[src/rtl/imm_insn_encoder.sv]
// imm_insn_encoder: scatters a 32-bit immediate into the RV32I instruction
// field selected by immCntrl, on top of a caller-supplied base word.
// One-deep registered valid/ready stage with a byte-address counter,
// a saturating error counter and an optional halt-on-error state.
module imm_insn_encoder #(
  parameter logic [31:0] BASE_ADDR   = 32'h0000_0000,
  parameter bit          STOP_ON_ERR = 1'b1,
  parameter int unsigned ERR_CNT_W   = 8
) (
  input  logic                 clk,
  input  logic                 rstN,
  input  logic                 inValid,
  output logic                 inReady,
  input  logic [2:0]           immCntrl,
  input  logic [31:0]          immVal,
  input  logic [31:0]          baseInsn,
  output logic                 outValid,
  input  logic                 outReady,
  output logic [31:0]          insn,
  output logic                 immErr,
  output logic [31:0]          wrAddr,
  output logic [ERR_CNT_W-1:0] errCount,
  output logic                 halted,
  input  logic                 clrErr
);

  typedef enum logic [2:0] {
    IMM_SHAMT = 3'b001,
    IMM_I     = 3'b010,
    IMM_S     = 3'b011,
    IMM_B     = 3'b100,
    IMM_U     = 3'b101,
    IMM_J     = 3'b110
  } imm_t;

  typedef enum logic {RUN, HALT} state_t;

  state_t                 state_q;
  logic                   outValid_q;
  logic [31:0]            insn_q;
  logic                   immErr_q;
  logic [31:0]            wrAddr_q;
  logic [ERR_CNT_W-1:0]   errCount_q;

  logic [31:0]            insn_d;
  logic                   immErr_d;
  logic                   sext12_ok;
  logic                   sext20_ok;
  logic                   in_fire;
  logic                   out_fire;

  assign inReady  = (state_q == RUN) && (!outValid_q || outReady);
  assign in_fire  = inValid && inReady;
  assign out_fire = outValid_q && outReady;

  assign outValid = outValid_q;
  assign insn     = insn_q;
  assign immErr   = immErr_q;
  assign wrAddr   = wrAddr_q;
  assign errCount = errCount_q;
  assign halted   = (state_q == HALT);

  // Field scatter and representability check for the selected immediate type
  always_comb begin
    insn_d    = baseInsn;
    immErr_d  = 1'b0;
    sext12_ok = (&immVal[31:11]) || !(|immVal[31:11]);
    sext20_ok = (&immVal[31:20]) || !(|immVal[31:20]);
    case (imm_t'(immCntrl))
      IMM_SHAMT: begin
        insn_d[24:20] = immVal[4:0];
        immErr_d      = |immVal[31:5];
      end
      IMM_I: begin
        insn_d[31:20] = immVal[11:0];
        immErr_d      = !sext12_ok;
      end
      IMM_S: begin
        insn_d[31:25] = immVal[11:5];
        insn_d[11:7]  = immVal[4:0];
        immErr_d      = !sext12_ok;
      end
      IMM_B: begin
        // immVal is already a halfword offset, so bit 0 is a real field bit
        insn_d[31]    = immVal[11];
        insn_d[7]     = immVal[10];
        insn_d[30:25] = immVal[9:4];
        insn_d[11:8]  = immVal[3:0];
        immErr_d      = !sext12_ok;
      end
      IMM_U: begin
        insn_d[31:12] = immVal[31:12];
        immErr_d      = |immVal[11:0];
      end
      IMM_J: begin
        insn_d[31]    = immVal[20];
        insn_d[19:12] = immVal[19:12];
        insn_d[20]    = immVal[11];
        insn_d[30:21] = immVal[10:1];
        immErr_d      = immVal[0] || !sext20_ok;
      end
      default: begin
        insn_d   = baseInsn;
        immErr_d = 1'b1;
      end
    endcase
  end

  // Output register, address/error counters and halt state machine
  always_ff @(posedge clk) begin
    if (!rstN) begin
      state_q    <= RUN;
      outValid_q <= 1'b0;
      insn_q     <= '0;
      immErr_q   <= 1'b0;
      wrAddr_q   <= BASE_ADDR;
      errCount_q <= '0;
    end else begin
      if (in_fire) begin
        outValid_q <= 1'b1;
        insn_q     <= insn_d;
        immErr_q   <= immErr_d;
      end else if (out_fire) begin
        outValid_q <= 1'b0;
      end

      // A clear in the same cycle as a handshake takes precedence
      if (clrErr) begin
        wrAddr_q   <= BASE_ADDR;
        errCount_q <= '0;
      end else if (out_fire) begin
        wrAddr_q <= wrAddr_q + 32'd4;
        if (immErr_q && (errCount_q != '1))
          errCount_q <= errCount_q + ERR_CNT_W'(1);
      end

      case (state_q)
        RUN:     if (in_fire && immErr_d && STOP_ON_ERR) state_q <= HALT;
        HALT:    if (clrErr) state_q <= RUN;
        default: state_q <= RUN;
      endcase
    end
  end

endmodule

[config.mk]
export PLATFORM = sky130hd
export DESIGN_NAME = imm_insn_encoder
export DESIGN_NICKNAME = d
export VERILOG_FILES = /design/src/rtl/imm_insn_encoder.sv
export SDC_FILE = /design/constraint.sdc
export NUM_CORES = 1
export LEC_CHECK = 0
export ABC_CLOCK_PERIOD_IN_PS = 1550
export BUFFER_PORTS_ARGS = -buffer_cell sky130_fd_sc_hd__clkbuf_2
export CORE_MARGIN = 2
export CORE_UTILIZATION = 30
export CTS_BUF_LIST = sky130_fd_sc_hd__clkbuf_4
export DETAILED_ROUTE_END_ITERATION = 16
export GPL_TIMING_DRIVEN = 0
export HOLD_SLACK_MARGIN = 0.15
export PLACE_DENSITY = 0.64
export SLEW_MARGIN = 20
export SYNTH_ARGS = -nofsm -noshare
export SYNTH_HDL_FRONTEND = slang
export SYNTH_SLANG_ARGS = --single-unit
[constraint.sdc]
create_clock -name clk -period 1.55 [get_ports clk]
set_input_delay 0.2325 -clock clk [delete_from_list [all_inputs] [get_ports clk]]
set_output_delay 0.2325 -clock clk [all_outputs]
set_load 0.1 [all_outputs]
# Word level (Yosys, flattened, before mapping)
# Index checks and enable logic that the tools add are counted.
dict set report op_classes {
  add_sub_neg 2
  eq_ne 7
  muxes 10
  bitwise_logic 2
  n_reduce_logical 27
}
# operator count
set op_table {}
lappend op_table {{$add 32x3->32 const B} 1}
lappend op_table {{$pmux 7 s4} 1}
lappend op_table {{$reduce_or 27->1} 1}
lappend op_table {{$reduce_or 12->1} 2}
lappend op_table {{$reduce_and 21->1} 1}
lappend op_table {{$reduce_or 21->1} 1}
lappend op_table {{$pmux 5 s3} 1}
lappend op_table {{$reduce_and 12->1} 1}
lappend op_table {{$pmux 5 s2} 1}
lappend op_table {{$eq 3x3->1 const B} 3}
lappend op_table {{$add 8x1->8 const B} 1}
lappend op_table {{$mux 8} 1}
lappend op_table {{$ne 8x8->1 const B} 1}
lappend op_table {{$reduce_or 2->1} 4}
lappend op_table {{$eq 3x2->1 const B} 2}
lappend op_table {{$logic_and 1x1->1} 5}
lappend op_table {{$logic_not 1->1} 5}
lappend op_table {{$logic_or 1x1->1} 4}
lappend op_table {{$mux 1} 4}
lappend op_table {{$pmux 1 s4} 1}
lappend op_table {{$eq 3x1->1 const B} 1}
lappend op_table {{$reduce_or 3->1} 1}
lappend op_table {{$not 1->1} 2}
lappend op_table {{$pmux 1 s2} 1}
lappend op_table {{other kinds (2)} 2}
dict set report word_totals {
  regBits 75
  input_bits 72
  out_inout_bits 76
  word_cells 54
}

# Logic depth before layout (Yosys ltp)
dict set report logic_depth {
  word_depth 9
  depth_mapped 8
  depth_no_buf 7
}

# Worst setup path before layout
# No wires, ideal clock.
dict set report synth_timing {
  kind {reg2reg}
  start {reg outValid_q (netlist: outValid)}
  end {reg insn_q[11] (netlist: insn[11])}
  setup_time_ns 0.117
  arrival_ns 3.202
  required_time_ns 1.433
  setup_slack_ns -1.769
  stages_incl_launch_ff 7
  n_path_buf 1
  synth_period_minus_slack_ns 3.319
  cell_sequence {dfxtp_1 -> nor2b_1 -> nor2_1 -> nand2_1 -> clkbuf_1 -> a21oi_1 -> nor2b_1}
}
dict set report synth_between {
  elab_chain_len 4
}
# item line
set synth_lines {}
lappend synth_lines {{start: declaration} 39} ;# logic outValid_q;
lappend synth_lines {{start signal: assignment} 113} ;# outValid_q <= 1'b0;
lappend synth_lines {{start signal: assignment} 120} ;# outValid_q <= 1'b1;
lappend synth_lines {{start signal: assignment} 124} ;# outValid_q <= 1'b0;
lappend synth_lines {{$logic_not 1->1} 52} ;# assign inReady = (state_q == RUN) && (!outValid_q || outReady);
lappend synth_lines {{$logic_or 1x1->1} 52}
lappend synth_lines {{$logic_and 1x1->1} 52}
lappend synth_lines {{net inReady} 13} ;# output logic inReady,
lappend synth_lines {{$logic_and 1x1->1} 53} ;# assign in_fire = inValid && inReady;
lappend synth_lines {{end signal: assignment} 121} ;# insn_q <= insn_d;
lappend synth_lines {{end: declaration} 40} ;# logic [31:0] insn_q;
# The timed path passes the listed nets, and every way through them passes these cells.
# A chain may end at the register's enable or synchronous reset.

# Worst setup path in the final report
dict set report layout_timing {
  start {reg wrAddr_q[4] (netlist: wrAddr[4])}
  end {reg wrAddr_q[30] (netlist: wrAddr[30])}
}
dict set report layout_between {
  elab_chain_len 1
}
# item line
set layout_lines {}
lappend layout_lines {{start: declaration} 42} ;# logic [31:0] wrAddr_q;
lappend layout_lines {{start signal: assignment} 132} ;# wrAddr_q <= wrAddr_q + 32'd4;
lappend layout_lines {{$add 32x3->32} 132}
# Every way passes these cells.

==> flow_results.xml <==
<?xml version="1.0" encoding="UTF-8"?>
<metrics>
  <group name="min_path">
    <metric name="worstHoldPathCells" unit="">4</metric>
    <metric name="min-delay-path-class" unit="">primary input to flop</metric>
    <metric name="min_from" unit="">immVal[17]</metric>
    <metric name="hold-path-endpoint" unit="">insn[17]</metric>
  </group>
  <group name="power_and_ir_drop">
    <metric name="p_leak" unit="nW">2.52</metric>
    <metric name="p_sw_frac" unit="">0.393</metric>
    <metric name="pd_cells" unit="nW/um^2">801</metric>
    <metric name="totalPowerFinal" unit="mW">4.67</metric>
    <metric name="power.internal" unit="mW">2.83</metric>
    <metric name="clock_power_share" unit="">0.259</metric>
    <metric name="netSwitchingPower" unit="mW">1.84</metric>
    <metric name="sequentialPowerShare" unit="">0.421</metric>
    <metric name="power.combinational.fraction" unit="">0.320</metric>
    <metric name="max-vdd-ir-drop" unit="V">0.000461</metric>
  </group>
  <group name="sta">
    <metric name="drv_slew" unit="">0</metric>
    <metric name="rsz0062_at_grt" unit="">yes</metric>
    <metric name="setup_slack" unit="ns">-0.0607</metric>
    <metric name="timing_hold_violations_final" unit="">0</metric>
    <metric name="min_period_over_period" unit="">1.04</metric>
    <metric name="max_clock_freq" unit="MHz">621</metric>
    <metric name="timing.final.setup_violations" unit="">5</metric>
    <metric name="tightest_slew" unit="ns">1.10</metric>
    <metric name="finalWorstPathRequiredPeriod" unit="ns">1.61</metric>
    <metric name="worst_slew_margin_rel" unit="">0.261</metric>
    <metric name="fin_worst_skew" unit="ns">0.0200</metric>
  </group>
  <group name="setup_path">
    <metric name="critical_path.reg2reg.startpoint" unit="">wrAddr[4]</metric>
    <metric name="ff2ff_setup_slack" unit="ns">-0.06</metric>
    <metric name="end_kind" unit="">flop</metric>
    <metric name="worst-path-max-fanout" unit="">4</metric>
    <metric name="worst-r2r-cell-count" unit="">6</metric>
    <metric name="timing_worst_setup_path_type" unit="">flop to flop</metric>
    <metric name="crit_path_max_incr_delay" unit="ns">0.39</metric>
    <metric name="path_common_cell" unit="">sky130_fd_sc_hd__nand4_1</metric>
    <metric name="critical-path-slowest-cell" unit="">sky130_fd_sc_hd__dfxtp_4</metric>
    <metric name="worst-endpoint-arrival" unit="ns">1.99</metric>
    <metric name="rr_endpoint" unit="">wrAddr[30]</metric>
    <metric name="critical_path.cell_chain" unit="">nand4_1, buf_4, nor2_4, nand4_1, or3_1, a21oi_1</metric>
    <metric name="required" unit="ns">1.93</metric>
    <metric name="startpoint_type" unit="">flop</metric>
  </group>
  <group name="floorplan">
    <metric name="boundaryPins" unit="">148</metric>
    <metric name="core" unit="um^2">12600</metric>
    <metric name="die_area" unit="um^2">13700</metric>
    <metric name="initial_utilization" unit="">0.306</metric>
    <metric name="die-width" unit="um">117</metric>
    <metric name="floorplan.die.height" unit="um">117</metric>
    <metric name="row_count" unit="">41</metric>
  </group>
  <group name="placement">
    <metric name="dp_hpwl" unit="mm">9.12</metric>
    <metric name="dpl_cell_area" unit="um^2">5030</metric>
    <metric name="io_buffers" unit="">144</metric>
    <metric name="dp.cells" unit="">787</metric>
    <metric name="gp_congestion" unit="">0.909</metric>
  </group>
  <group name="layout">
    <metric name="n_fill_cell" unit="">1215</metric>
    <metric name="multi_input_area" unit="um^2">2400</metric>
    <metric name="utilization" unit="">0.464</metric>
    <metric name="final_design_instance_area_without_fill" unit="um^2">5830</metric>
    <metric name="layout-drive-gt1-share" unit="">0.396</metric>
    <metric name="most_frequent_standard_cell_in_the_layout_excluding_fill_and_tap_cells" unit="">sky130_fd_sc_hd__clkbuf_2</metric>
    <metric name="post_layout_nonfiller_instances" unit="">854</metric>
    <metric name="final_nets" unit="">750</metric>
    <metric name="most-common-layout-cells" unit="">77 x sky130_fd_sc_hd__clkbuf_2, 52 x sky130_fd_sc_hd__clkbuf_4, 48 x sky130_fd_sc_hd__nand2_1, 48 x sky130_fd_sc_hd__nor2_1, 34 x sky130_fd_sc_hd__dfxtp_1</metric>
    <metric name="area.growth.synth_to_final" unit="%">51.6</metric>
    <metric name="register_area" unit="um^2">1580</metric>
  </group>
  <group name="synth">
    <metric name="synth_top_area_frac" unit="">0.380</metric>
    <metric name="synth_top_family_by_area" unit="">simple AND/OR/NAND/NOR gates</metric>
    <metric name="synth.mux.area_fraction" unit="">0.0426</metric>
    <metric name="post_synth_fa_ha_maj_area_fraction" unit="">0.00651</metric>
    <metric name="synth.area.top_cells" unit="">sky130_fd_sc_hd__dfxtp_1 38%, sky130_fd_sc_hd__nor2_1 5.1%, sky130_fd_sc_hd__nand2_1 4.9%</metric>
    <metric name="yosys.area.top_type" unit="">sky130_fd_sc_hd__dfxtp_1</metric>
    <metric name="synthSimpleGateAreaFrac" unit="">0.267</metric>
    <metric name="synthXorXnorAreaFrac" unit="">0.0706</metric>
    <metric name="synth-compound-area-share" unit="">0.189</metric>
    <metric name="seq_area_frac_synth" unit="">0.380</metric>
    <metric name="syn-cell-area" unit="um^2">3840</metric>
    <metric name="syn-mean-instance-area" unit="um^2">8.18</metric>
    <metric name="synthesis.yosys.warnings" unit="">0</metric>
    <metric name="yosys_register_bits" unit="">73</metric>
    <metric name="yosysUniqueCellTypes" unit="">51</metric>
    <metric name="synth_cells" unit="">470</metric>
  </group>
  <group name="grt">
    <metric name="maximum_number_of_pins_on_one_net_before_global_route_repair" unit="">14</metric>
    <metric name="grt_pass1_vias" unit="">4055</metric>
    <metric name="grt_first_pass_wirelength" unit="mm">19.4</metric>
    <metric name="initial_antenna_violation_count" unit="">1</metric>
    <metric name="grt.total_usage" unit="">0.183</metric>
    <metric name="grt-ovfl-total" unit="">0</metric>
  </group>
  <group name="cts">
    <metric name="cts_buffer_depth" unit="">2</metric>
    <metric name="clk_pin_slew_worst_paths" unit="ns">0.13</metric>
    <metric name="clock_insertion_delay_worst_skew" unit="ns">0.45</metric>
    <metric name="htreeDepth" unit="">3</metric>
    <metric name="cts_tree" unit="">built</metric>
    <metric name="clock_sinks" unit="">73</metric>
    <metric name="cts_inserted_buffers" unit="">9</metric>
    <metric name="cts_root_buf" unit="">sky130_fd_sc_hd__clkbuf_4</metric>
  </group>
  <group name="route">
    <metric name="initial_drc_count" unit="">326</metric>
    <metric name="dr_total_vias" unit="">4327</metric>
    <metric name="average_routed_wire_per_standard_cell" unit="um">14.8</metric>
    <metric name="post-route-drc-count" unit="">0</metric>
    <metric name="wirelength" unit="mm">12.6</metric>
    <metric name="drt_pass1_iterations" unit="">5</metric>
    <metric name="average_via_count_per_standard_cell" unit="">5.07</metric>
    <metric name="drt.antenna.violating_nets" unit="">0</metric>
  </group>
  <group name="status">
    <metric name="failing_checks" unit="">negative setup slack</metric>
    <metric name="run_status" unit="">finished with violations</metric>
  </group>
  <group name="job">
    <metric name="maximum_capacitance_violations" unit="">0</metric>
  </group>
</metrics>
sequential cells by signal, indices dropped and copies added, names as in the netlist:
name	count
wrAddr	30
halted	1
immErr	1
outValid	1
insn	32
errCount	8
what timing repair did:
action	CTS	global route
endpoints found under the hold margin	22	0
pin swaps	7	6
gates resized for setup	54	49
gates cloned	0	2
hold buffers	31	0
endpoints found under the setup margin	74	75
buffers inserted	11	7
area by class of cell:
| type | count | area share |
|---|---|---|
| plain buffers | 30 | 0.0268 |
| flip-flops and latches | 73 | 0.271 |
| clock buffers | 10 | 0.0129 |
| multi-input cells | 359 | 0.412 |
| repair buffers | 195 | 0.224 |
| well taps | 172 | 0.0369 |
| clock inverters | 6 | 0.0103 |
| diodes | 1 | 0.000429 |
| inverters | 8 | 0.00515 |
cell families after synthesis:
kind of cell,count (synthesis)
xor gates and xnor gates,31
DFF,73
and+or+nand+nor,206
buffers and inverters,39
adders and majority gates,2
muxes,15
other,1
AOI/OAI and AO/OA,103
worst max path at each step:
stage	start	to	slack (ns)	cells after the start
2_1_floorplan	outValid	insn[25]	-0.44	8
3_3_place_gp	immVal[16]	halted	-0.28	7
4_1_cts	outValid	inReady	-0.10	3
5_1_grt	wrAddr[4]	wrAddr[30]	-0.15	6
3_5_place_dp	immVal[16]	halted	-0.31	7
6_report	wrAddr[4]	wrAddr[30]	-0.06	6
synthesized netlist by cell type (all sizes together):
cell     instances
o21a             1
a221oi           6
or4              1
o22ai            1
nand2b           5
o21ai           27
a211oi           1
or3              6
mux4             1
nand3           36
buf             13
nor3b            1
mux2i           13
nor2            53
a21boi           9
nor2b            6
a31oi            1
o211ai           8
nor3            11
dfxtp           73
nand4           13
conb             1
a21oi           18
nor4             6
nand3b           6
ha               2
mux2             1
and2b            1
and3             6
o211a           13
a32o             1
o21ba            1
and4             3
clkbuf          18
a22oi            5
xnor2           15
xor2            16
a22o            10
and2             2
inv              8
o2111ai          1
nand2           50
layer usage:
metal	vias to the layer above	track usage	share of wire
met3	26	0.0474	0.066
li1	2089	-	-
met1	2028	0.224	0.42
met5	-	0	0
met4	0	0.0886	0.029
met2	184	0.299	0.48
critical path, delay by kind of cell (launching register included):
| kind | cells | cell delay [ns] |
|---|---|---|
| compound gates | 1 | 0.15 |
| buf+inv | 1 | 0.18 |
| flops | 1 | 0.39 |
| simple gates | 4 | 0.81 |
per-stage QoR:
stage / setup TNS (ns) / hold slack (ns) / worst slack [ns]
global route: -1.72 / 0.198 / -0.150
floorplan: -14.38 / 0.367 / -0.443
finish: -0.146 / 0.211 / -0.0607
detailed placement: -5.52 / 0.454 / -0.315
CTS: -0.156 / 0.158 / -0.103
global placement: -4.28 / 0.442 / -0.284
power by group through the flow:
| stage | Sequential (mW) | Combinational, mW | Clock, mW |
|---|---|---|---|
| 6_report | 1.97 | 1.49 | 1.21 |
| 5_1_grt | 1.98 | 1.57 | 1.35 |
| 4_1_cts | 1.97 | 1.45 | 1.27 |
| 3_5_place_dp | 2.01 | 1.36 | 0 |
| 3_3_place_gp | 2.01 | 1.35 | 0 |
| 2_1_floorplan | 2.61 | 0.433 | 0 |
No activity file was read; power rests on OpenSTA's default activity.
